**src/rtl/mmio_cmd_master.sv**
```systemverilog
// Byte-serial command master for the 12-bit MMIO space: parses 'W'/'R' commands,
// runs one read or write strobe, and returns one response byte per command.
module mmio_cmd_master #(
    parameter int STROBE_CYCLES = 1,
    parameter int READ_WAIT     = 2,
    parameter int TIMEOUT       = 1000000
) (
    input  logic        clk,
    input  logic        rst_n,
    input  logic [7:0]  rx_data,
    input  logic        rx_valid,
    output logic [7:0]  tx_data,
    output logic        tx_valid,
    input  logic        tx_ready,
    output logic        re,
    output logic        we,
    output logic [11:0] addr,
    output logic [7:0]  data_write,
    input  logic [7:0]  data_read,
    output logic        busy,
    output logic        overrun,
    output logic [2:0]  dbg_state_o
);

    localparam int TMO_W = $clog2(TIMEOUT + 1);
    localparam logic [TMO_W-1:0] TMO_LAST = TMO_W'(TIMEOUT - 1);
    localparam logic [3:0] STB_LAST  = 4'(STROBE_CYCLES - 1);
    localparam logic [3:0] WAIT_LAST = 4'(READ_WAIT - 1);

    localparam logic [7:0] OP_WRITE = 8'h57;
    localparam logic [7:0] OP_READ  = 8'h52;
    localparam logic [7:0] RSP_OK   = 8'h4B;
    localparam logic [7:0] RSP_BAD  = 8'h3F;

    typedef enum logic [2:0] {
        S_IDLE  = 3'd0,
        S_AHI   = 3'd1,
        S_ALO   = 3'd2,
        S_DATA  = 3'd3,
        S_WSTB  = 3'd4,
        S_RSTB  = 3'd5,
        S_RWAIT = 3'd6,
        S_RESP  = 3'd7
    } state_t;

    state_t           state_q, state_d;
    logic             op_wr_q, op_wr_d;
    logic [3:0]       ah_q, ah_d;
    logic [7:0]       al_q, al_d;
    logic [11:0]      addr_q, addr_d;
    logic [7:0]       wdata_q, wdata_d;
    logic             re_q, re_d;
    logic             we_q, we_d;
    logic             tx_valid_q, tx_valid_d;
    logic [7:0]       tx_data_q, tx_data_d;
    logic             overrun_q, overrun_d;
    logic [3:0]       cnt_q, cnt_d;
    logic [TMO_W-1:0] tmo_q, tmo_d;

    logic collecting;
    logic draining;

    assign collecting = (state_q == S_AHI) || (state_q == S_ALO) || (state_q == S_DATA);
    assign draining   = (state_q == S_WSTB) || (state_q == S_RSTB) ||
                        (state_q == S_RWAIT) || (state_q == S_RESP);

    always_ff @(posedge clk or negedge rst_n) begin
        if (!rst_n) begin
            state_q    <= S_IDLE;
            op_wr_q    <= 1'b0;
            ah_q       <= '0;
            al_q       <= '0;
            addr_q     <= '0;
            wdata_q    <= '0;
            re_q       <= 1'b0;
            we_q       <= 1'b0;
            tx_valid_q <= 1'b0;
            tx_data_q  <= '0;
            overrun_q  <= 1'b0;
            cnt_q      <= '0;
            tmo_q      <= '0;
        end else begin
            state_q    <= state_d;
            op_wr_q    <= op_wr_d;
            ah_q       <= ah_d;
            al_q       <= al_d;
            addr_q     <= addr_d;
            wdata_q    <= wdata_d;
            re_q       <= re_d;
            we_q       <= we_d;
            tx_valid_q <= tx_valid_d;
            tx_data_q  <= tx_data_d;
            overrun_q  <= overrun_d;
            cnt_q      <= cnt_d;
            tmo_q      <= tmo_d;
        end
    end

    always_comb begin
        state_d    = state_q;
        op_wr_d    = op_wr_q;
        ah_d       = ah_q;
        al_d       = al_q;
        addr_d     = addr_q;
        wdata_d    = wdata_q;
        re_d       = re_q;
        we_d       = we_q;
        tx_valid_d = tx_valid_q;
        tx_data_d  = tx_data_q;
        overrun_d  = overrun_q;
        cnt_d      = cnt_q;
        tmo_d      = tmo_q;

        // rx has no backpressure: bytes landing while a command executes are lost.
        if (draining && rx_valid) begin
            overrun_d = 1'b1;
        end

        // A byte arriving in the expiry cycle wins over the timeout.
        if (collecting) begin
            if (rx_valid) begin
                tmo_d = '0;
            end else if (tmo_q == TMO_LAST) begin
                tmo_d   = '0;
                state_d = S_IDLE;
            end else begin
                tmo_d = tmo_q + TMO_W'(1);
            end
        end

        case (state_q)
            S_IDLE: begin
                tmo_d = '0;
                if (rx_valid) begin
                    if (rx_data == OP_WRITE) begin
                        op_wr_d = 1'b1;
                        state_d = S_AHI;
                    end else if (rx_data == OP_READ) begin
                        op_wr_d = 1'b0;
                        state_d = S_AHI;
                    end else begin
                        tx_data_d  = RSP_BAD;
                        tx_valid_d = 1'b1;
                        state_d    = S_RESP;
                    end
                end
            end
            S_AHI: begin
                if (rx_valid) begin
                    ah_d    = rx_data[3:0];
                    state_d = S_ALO;
                end
            end
            S_ALO: begin
                if (rx_valid) begin
                    al_d = rx_data;
                    if (op_wr_q) begin
                        state_d = S_DATA;
                    end else begin
                        addr_d  = {ah_q, rx_data};
                        re_d    = 1'b1;
                        cnt_d   = '0;
                        state_d = S_RSTB;
                    end
                end
            end
            S_DATA: begin
                if (rx_valid) begin
                    wdata_d = rx_data;
                    addr_d  = {ah_q, al_q};
                    we_d    = 1'b1;
                    cnt_d   = '0;
                    state_d = S_WSTB;
                end
            end
            S_WSTB: begin
                if (cnt_q == STB_LAST) begin
                    we_d       = 1'b0;
                    cnt_d      = '0;
                    tx_data_d  = RSP_OK;
                    tx_valid_d = 1'b1;
                    state_d    = S_RESP;
                end else begin
                    cnt_d = cnt_q + 4'd1;
                end
            end
            S_RSTB: begin
                if (cnt_q == STB_LAST) begin
                    re_d  = 1'b0;
                    cnt_d = '0;
                    if (READ_WAIT == 0) begin
                        tx_data_d  = data_read;
                        tx_valid_d = 1'b1;
                        state_d    = S_RESP;
                    end else begin
                        state_d = S_RWAIT;
                    end
                end else begin
                    cnt_d = cnt_q + 4'd1;
                end
            end
            S_RWAIT: begin
                if (cnt_q == WAIT_LAST) begin
                    cnt_d      = '0;
                    tx_data_d  = data_read;
                    tx_valid_d = 1'b1;
                    state_d    = S_RESP;
                end else begin
                    cnt_d = cnt_q + 4'd1;
                end
            end
            S_RESP: begin
                // Valid/ready: tx_data is held while tx_valid is high; a beat moves
                // on any cycle with tx_valid && tx_ready, and valid never drops early.
                if (tx_ready) begin
                    tx_valid_d = 1'b0;
                    state_d    = S_IDLE;
                end
            end
            default: begin
                state_d = S_IDLE;
            end
        endcase
    end

    assign tx_data     = tx_data_q;
    assign tx_valid    = tx_valid_q;
    assign re          = re_q;
    assign we          = we_q;
    assign addr        = addr_q;
    assign data_write  = wdata_q;
    assign busy        = (state_q != S_IDLE);
    assign overrun     = overrun_q;
    assign dbg_state_o = state_q;

endmodule
```
**config.mk**
```make
export PLATFORM = sky130hd
export DESIGN_NAME = mmio_cmd_master
export DESIGN_NICKNAME = d
export VERILOG_FILES = /design/src/rtl/mmio_cmd_master.sv
export SDC_FILE = /design/constraint.sdc
export NUM_CORES = 1
export LEC_CHECK = 0
export BUFFER_PORTS_ARGS = -buffer_cell sky130_fd_sc_hd__buf_2
export CORE_MARGIN = 8
export CORE_UTILIZATION = 25
export DETAILED_ROUTE_END_ITERATION = 10
export GPL_TIMING_DRIVEN = 0
export HOLD_SLACK_MARGIN = 0.02
export PLACE_DENSITY_LB_ADDON = 0.1
export RECOVER_POWER = 100
export SLEW_MARGIN = 20
export SYNTH_ARGS = -nofsm -noshare
export SYNTH_HDL_FRONTEND = slang
export SYNTH_SLANG_ARGS = --single-unit
```
**constraint.sdc**
```tcl
create_clock -name clk -period 5.66 [get_ports clk]
set_input_delay 0.566 -clock clk [delete_from_list [all_inputs] [get_ports clk]]
set_output_delay 0.566 -clock clk [all_outputs]
set_load 0.02 [all_outputs]
```
==> results.md, run 1 <==
* Setup tns final at 0 ns
* Hold Crit Class: reg -> reg
* CP Launch Type: flip-flop
* Final Max Slew Viols at 29
* Sequential power share at 0.348
* Peak supply drop at 204 uV
* Arrival time at the worst endpoint at 3.00 ns
* Post-DP HPWL at 7210 um
* First-pass DRT Iterations at 4
* Post-CTS setup buffers at 0
* YS warnings at 0
* Outcome: finished, violations left
* Num rows at 44
* Via count at 2921
* Clock Path Buffers at 2
* Most common cell after layout, fill and taps aside: dfrtp_1
* Initial antenna violation count at 0
* Footprint of the multi-input gates at 1690 um^2
* Violated checks: max-capacitance violations, max-slew violations
* Placed Cells at 583
* Final worst path period share at 0.490
* Number of top-level pins at 56
* Largest net degree at the start of global routing at 45
* Die W at 136 um
* Post-synth ARST share at 1.00
* Drt wl/cell at 17.2 um
* Final Util at 0.303
* Final hold violation count at 0
* Share of cells above drive strength 1 at 0.161
* Max H-tree Level at 3
* Number of diodes at 0
* DRT Wirelength at 10300 um
* Post-CTS sizing at 0
* Worst hold margin at 0.478 ns
* RSZ-0062 raised after global routing: false
* Die H at 136 um
* Most frequent cells in the layout: dfrtp_1 (72), clkbuf_1 (51), nand2_1 (28)
* I/O Buffers at 55
* Nets at 435
* Mapped Cells at 343
* Antenna viol nets, final at 0
* Synthesized Nets at 368
* Critical path type: reg -> reg
* Sw power at 981 uW
* Syn Area/Cell at 10.6 um^2
* Post-DR vias/cell at slightly below 5
* Finished Layout Cells at 599
* Max_slew headroom at -0.188
* Worst-path fanout max at 10
* Clk slew on worst S/H paths at 0.06 ns
* Flops & latches, synth at ~70
* Predominant post-synthesis flop cell: dfrtp_1
* Maxcap violations at 1
* Switching Fraction at 0.424
* Logic gate share of total power at 0.426
* Vias in the first global route at 3060
* Fill cells at 1530
* Netlist cell types at 54
* Post-Syn Area at 3630 um^2
* CTS tree: built
* Worst slew pin tran at roughly 1.8 ns
* Die area at 18600 um^2
* First-pass GRT wire length at ~17000 um
* Setup-failing EPs final at 0
* Sequential fraction of the synthesis area at 0.497
* Clock Tree Root: clkbuf_16
* Hold_buf cts at 0
* DP Worst Slack at 3.21 ns
* DRT iter0 DRCs at 144
* GRT Util Overall at 0.118
* Tmin final at 2.77 ns
* Crit end category: flip-flop
* CTS sink count at 72
* Cell leakage power at between 1.5 and 2 nW
* Starting density of the core at 0.252
* Synth-to-Final Area Change at 20.0%
* Power per Cell Area at 532 nW/um^2
* Clock power share at 0.226
* Clk_lat worst skew at 0.34 ns
* Grt total ovfl at 0
* Int Pwr at 1.33 mW
* Total CTS buffers at 9
* Core footprint at 14400 um^2
* Setup slack after layout at 2.89 ns
* Clock Skew at between 0.006 and 0.007 ns
* Maximum clock rate at 361 MHz
* Residual DRC at 0
* EDFF count, synth at 0
* Worst EP required at 5.88 ns
* FF/Latch Area at 1800 um^2
* Global placement routability congestion at 0.741
==> cells by family (layout without fill, tap and decap cells) <==
kind of cell | count (synthesis) | after routing | synth area share
simple gates | 107 | 107 | 0.157
compound gates | 90 | 90 | 0.173
flops | 72 | 72 | 0.497
mux | 38 | 38 | 0.114
buf+inv | 27 | 99 | 0.0321
fa+ha+maj | 5 | 5 | 0.0173
xor+xnor | 4 | 4 | 0.00966
==> worst max-delay path, stage by stage, from the launching register on <==
cell,delay (ns)
dfrtp_1,0.41
clkbuf_1,0.39
nand2_1,0.30
a211oi_1,0.66
a2111oi_4,0.15
and2_0,0.20
clkbuf_1,0.23
a211o_1,0.31
==> registers in the layout, summed over array words and instances, names as in the netlist <==
name and cells:
dbg_state_o 3, addr 12, tmo_q 20, cnt_q 4, data_write 8, tx_valid 1
we 1, overrun 1, ah_q 4, al_q 8, tx_data 8, op_wr_q 1
re 1
==> layout make-up <==
| class | count | share of cell area |
|---|---|---|
| clock inverter | 7 | 0.0109 |
| inverter | 8 | 0.00690 |
| buffer | 19 | 0.0167 |
| tap | 184 | 0.0529 |
| sequential | 72 | 0.414 |
| multi-input combinational | 244 | 0.388 |
| clock buffer | 9 | 0.0517 |
| timing repair buffer | 56 | 0.0592 |
==> power by group through the flow <==
stage	combinational, mW	clock [mW]	sequential (mW)
2_1_floorplan	0.600	0	0.918
3_3_place_gp	1.06	0	0.805
3_5_place_dp	1.06	0	0.811
4_1_cts	1.06	0.551	0.805
5_1_grt	1.10	0.570	0.829
6_report	0.987	0.524	0.805
==> per-layer routing <==
layer | up-vias | share of wire | GRT usage
met4 | 0 | 0.013 | 0.0384
li1 | 1405 | - | -
met1 | 1454 | 0.48 | 0.153
met5 | - | 0 | 0
met2 | 54 | 0.46 | 0.181
met3 | 8 | 0.043 | 0.0373
==> cells in the mapped netlist, types with 2 or more instances <==
| library cell | count | area (um^2) |
|---|---|---|
| o21ai_0 | 15 | 75.1 |
| nand2b_1 | 5 | 31.3 |
| xnor2_1 | 2 | 17.5 |
| mux2_2 | 27 | 304 |
| ha_1 | 5 | 62.6 |
| and3_1 | 5 | 31.3 |
| and4_1 | 5 | 43.8 |
| a211oi_2 | 4 | 50.1 |
| nand2_1 | 28 | 105 |
| dfrtp_1 | 72 | 1800 |
| buf_2 | 6 | 30.0 |
| a21oi_1 | 24 | 120 |
| mux2i_1 | 11 | 110 |
| nor2_1 | 19 | 71.3 |
| o21a_1 | 3 | 22.5 |
| nand4_1 | 5 | 31.3 |
| a22o_1 | 11 | 96.3 |
| inv_1 | 8 | 30.0 |
| nor2b_1 | 2 | 12.5 |
| clkbuf_1 | 8 | 30.0 |
| a31oi_1 | 10 | 62.6 |
| a21o_1 | 8 | 60.1 |
| and2_1 | 2 | 12.5 |
| buf_1 | 4 | 15.0 |
| nand3_1 | 15 | 75.1 |
| nor3_1 | 10 | 50.1 |
| xor2_1 | 2 | 17.5 |
==> worst paths after layout <==
| kind | from | to | slack, ns | depth (start not counted) |
|---|---|---|---|---|
| worst min register to register | addr[5] | addr[5] | 0.48 | 2 |
| min in group asynchronous | rst_n | tmo_q[12] | 0.70 | 1 |
| worst min-delay path | addr[5] | addr[5] | 0.48 | 2 |
| worst max-delay path | dbg_state_o[2] | tx_data[6] | 2.89 | 7 |
| worst max register to register | dbg_state_o[2] | tx_data[6] | 2.89 | 7 |
| max in group asynchronous | rst_n | ah_q[3] | 3.93 | 1 |
==> per-stage QoR <==
stage / area [um^2] / total power, mW
finish: 4350 / 2.32
global route: 4350 / 2.50
CTS: 4430 / 2.42
detailed placement: 4160 / 1.87
global placement: 4130 / 1.86
floorplan: 3630 / 1.52
Power figures use the tool's default switching activity.
==> inputs of run 2 (changes only) <==
Clock period 5.66 ns to 2.3 ns, I/O delays scaled along.
==> run 2 against run 1 <==
  * The flow now finishes without violations
  * Core utilization increased by 0.36 points
  * Critical path depth unchanged
  * Global-route usage unchanged
  * Sequential share of layout area decreased by 0.48 points
  * Setup slack got worse by 2.8 ns
  * Cell area increased by 1.2%
  * Via count increased by 0.38%
  * Clock skew about the same
  * First-iteration DRC count decreased by 13%
  * Cell count increased by 0.17%
==> results.md, run 2 (same netlist as run 1, synthesis figures left out) <==
* Switching Fraction at 0.422 (-0.00161)
* Clock Path Buffers at 2 (unchanged)
* Logic gate share of total power at 0.437 (+0.011)
* CTS sink count at 72 (unchanged)
* Largest net degree at the start of global routing at 45 (unchanged)
* Outcome: finished clean
* Clock Tree Root: clkbuf_16
* Num rows at 44 (unchanged)
* CP Launch Type: flip-flop
* Total CTS buffers at 9 (unchanged)
* Setup-failing EPs final at 0 (unchanged)
* Initial antenna violation count at 0 (unchanged)
* Hold Crit Class: in -> reg
* Most frequent cells in the layout: dfrtp_1 (72), clkbuf_1 (41), nand2_1 (27), mux2_2 (27), buf_2 (26)
* Max H-tree Level at 3 (unchanged)
* Synth-to-Final Area Change at 21.5%
* Via count at 2932 (+0.38%)
* Number of top-level pins at 56 (unchanged)
* Grt total ovfl at 0 (unchanged)
* Fill cells at 1517 (-0.85%)
* Most common cell after layout, fill and taps aside: dfrtp_1
* Critical path type: reg -> reg
* DRT Wirelength at 10300 um (+0.23%)
* Maxcap violations at 0 (-1)
* Die area at 18600 um^2 (unchanged)
* Max_slew headroom at 0.484 (+0.671)
* Core footprint at 14400 um^2 (unchanged)
* I/O Buffers at 55 (unchanged)
* Final Max Slew Viols at 0 (-100%)
* GRT Util Overall at 0.118 (unchanged)
* Nets at 436 (+0.23%)
* Antenna viol nets, final at 0 (unchanged)
* Sequential power share at 0.341 (-0.007)
* Starting density of the core at 0.252 (unchanged)
* Most flop-heavy register: tmo_q
* Clk slew on worst S/H paths at 0.06 ns (about the same)
* Maximum clock rate at 447 MHz (+24%)
* Tmin final at 2.24 ns (-0.536 ns)
* Number of diodes at 0 (unchanged)
* Worst-path fanout max at 9 (-1)
* First-pass GRT wire length at 16900 um (unchanged)
* Crit end category: flip-flop
* Global placement routability congestion at 0.741 (unchanged)
* DP Worst Slack at -0.0660 ns (-3.27 ns)
* Share of cells above drive strength 1 at 0.204 (+0.0429)
* Setup slack after layout at 0.0627 ns (-2.82 ns)
* Final Util at 0.307 (+0.00357)
* Worst EP required at 2.52 ns (-3.36 ns)
* Die W at 136 um (unchanged)
* Drt wl/cell at 17.2 um (about the same)
* Final worst path period share at 0.973 (+0.483)
* Clk_lat worst skew at 0.34 ns (about the same)
* Vias in the first global route at 3060 (unchanged)
* Int Pwr at 3.36 mW (+150%)
* DRT iter0 DRCs at 126 (-13%)
* RSZ-0062 raised after global routing: true
* Residual DRC at 0 (unchanged)
* Worst slew pin tran at 0.775 ns (-1.01 ns)
* Sw power at 2.45 mW (+150%)
* Clock power share at 0.221 (-0.005)
* Final hold violation count at 0 (unchanged)
* Die H at 136 um (unchanged)
* Power per Cell Area at 1320 nW/um^2 (+150%)
* CTS tree: built
* Peak supply drop at 501 uV (+150%)
* Cell leakage power at 1.91 nW (+2.0%)
* Clock Skew at 0.00652 ns (-0.000129 ns)
* First-pass DRT Iterations at 4 (unchanged)
* Post-DR vias/cell at 4.89 (+0.21%)
* Post-DP HPWL at 7210 um (unchanged)
* Arrival time at the worst endpoint at 2.46 ns (-0.54 ns)
* Number of flip-flops in the largest register at 20 (unchanged)
[run 2: cell count changes in the layout (fill, tap and decap cells not counted), moves of 2 or more]
cell,delta
nor2_2,+2
clkbuf_1,-10
nor2_1,-2
buf_2,+6
a211oi_2,+2
a211oi_1,-3
clkbuf_2,+2
[run 2: area by class of cell]
cell class              instances  area, um^2  area share
inverters                       8        30.0     0.00682
well taps                     184         230      0.0523
multi-input cells             244        1730       0.392
flip-flops and latches         72        1800       0.409
repair buffers                 58         258      0.0585
clock inverters                 7        47.5      0.0108
clock buffers                   9         225      0.0511
plain buffers                  18        83.8      0.0190
[run 2: per-layer routing]
layer  wire (um)  global-route usage  share of wire  up-vias
met1        5000               0.153           0.48     1464
met2        4750               0.181           0.46       60
li1            -                   -              -     1400
met3         450              0.0373          0.044        8
met4         133              0.0384          0.013        0
met5           0                   0              0        -
[run 2: critical path: stages (launching register included)]
cell and delay (ns):
dfrtp_1 0.49, or3_4 0.45, nor4_4 0.36, a2111oi_4 0.09
buf_4 0.18, and2_1 0.16, buf_6 0.14, a211o_1 0.25
[run 2: path summary, 6_finish.rpt]
| path | startpoint | end | slack (ns) | cells after the start |
|---|---|---|---|---|
| max in group asynchronous | rst_n | ah_q[1] | 0.61 | 3 |
| min | rx_data[7] | data_write[7] | 0.18 | 2 |
| max | dbg_state_o[1] | tx_data[6] | 0.06 | 7 |
| min reg2reg | addr[5] | addr[5] | 0.48 | 2 |
| min in group asynchronous | rst_n | tmo_q[12] | 0.49 | 2 |
| max reg2reg | dbg_state_o[1] | tx_data[6] | 0.06 | 7 |
[run 2: what timing repair did]
item,in CTS,in global routing
pin swaps,0,1
hold buffers,1,0
setup buffers,0,1
gates resized for setup,1,6
endpoints found under the hold margin,28,0
setup endpoints to repair,8,22
[run 2: stage by stage]
stage	power [mW]	area (um^2)	instances	hold WS, ns	TNS, ns
5_1_grt	6.27	4400	600	0.178	-0.0242
6_report	5.82	4400	600	0.176	0
3_3_place_gp	4.58	4130	582	0.461	-0.306
3_5_place_dp	4.60	4160	583	0.203	-0.496
2_1_floorplan	3.74	3630	343	-0.0656	0
4_1_cts	5.96	4450	600	0.161	0
[run 2: power by group through the flow]
stage	registers [mW]	clock network, mW	logic, mW
6_report	1.99	1.29	2.54
5_1_grt	2.04	1.40	2.83
4_1_cts	1.98	1.36	2.62
3_5_place_dp	2.00	0	2.60
3_3_place_gp	1.98	0	2.60
2_1_floorplan	2.26	0	1.48
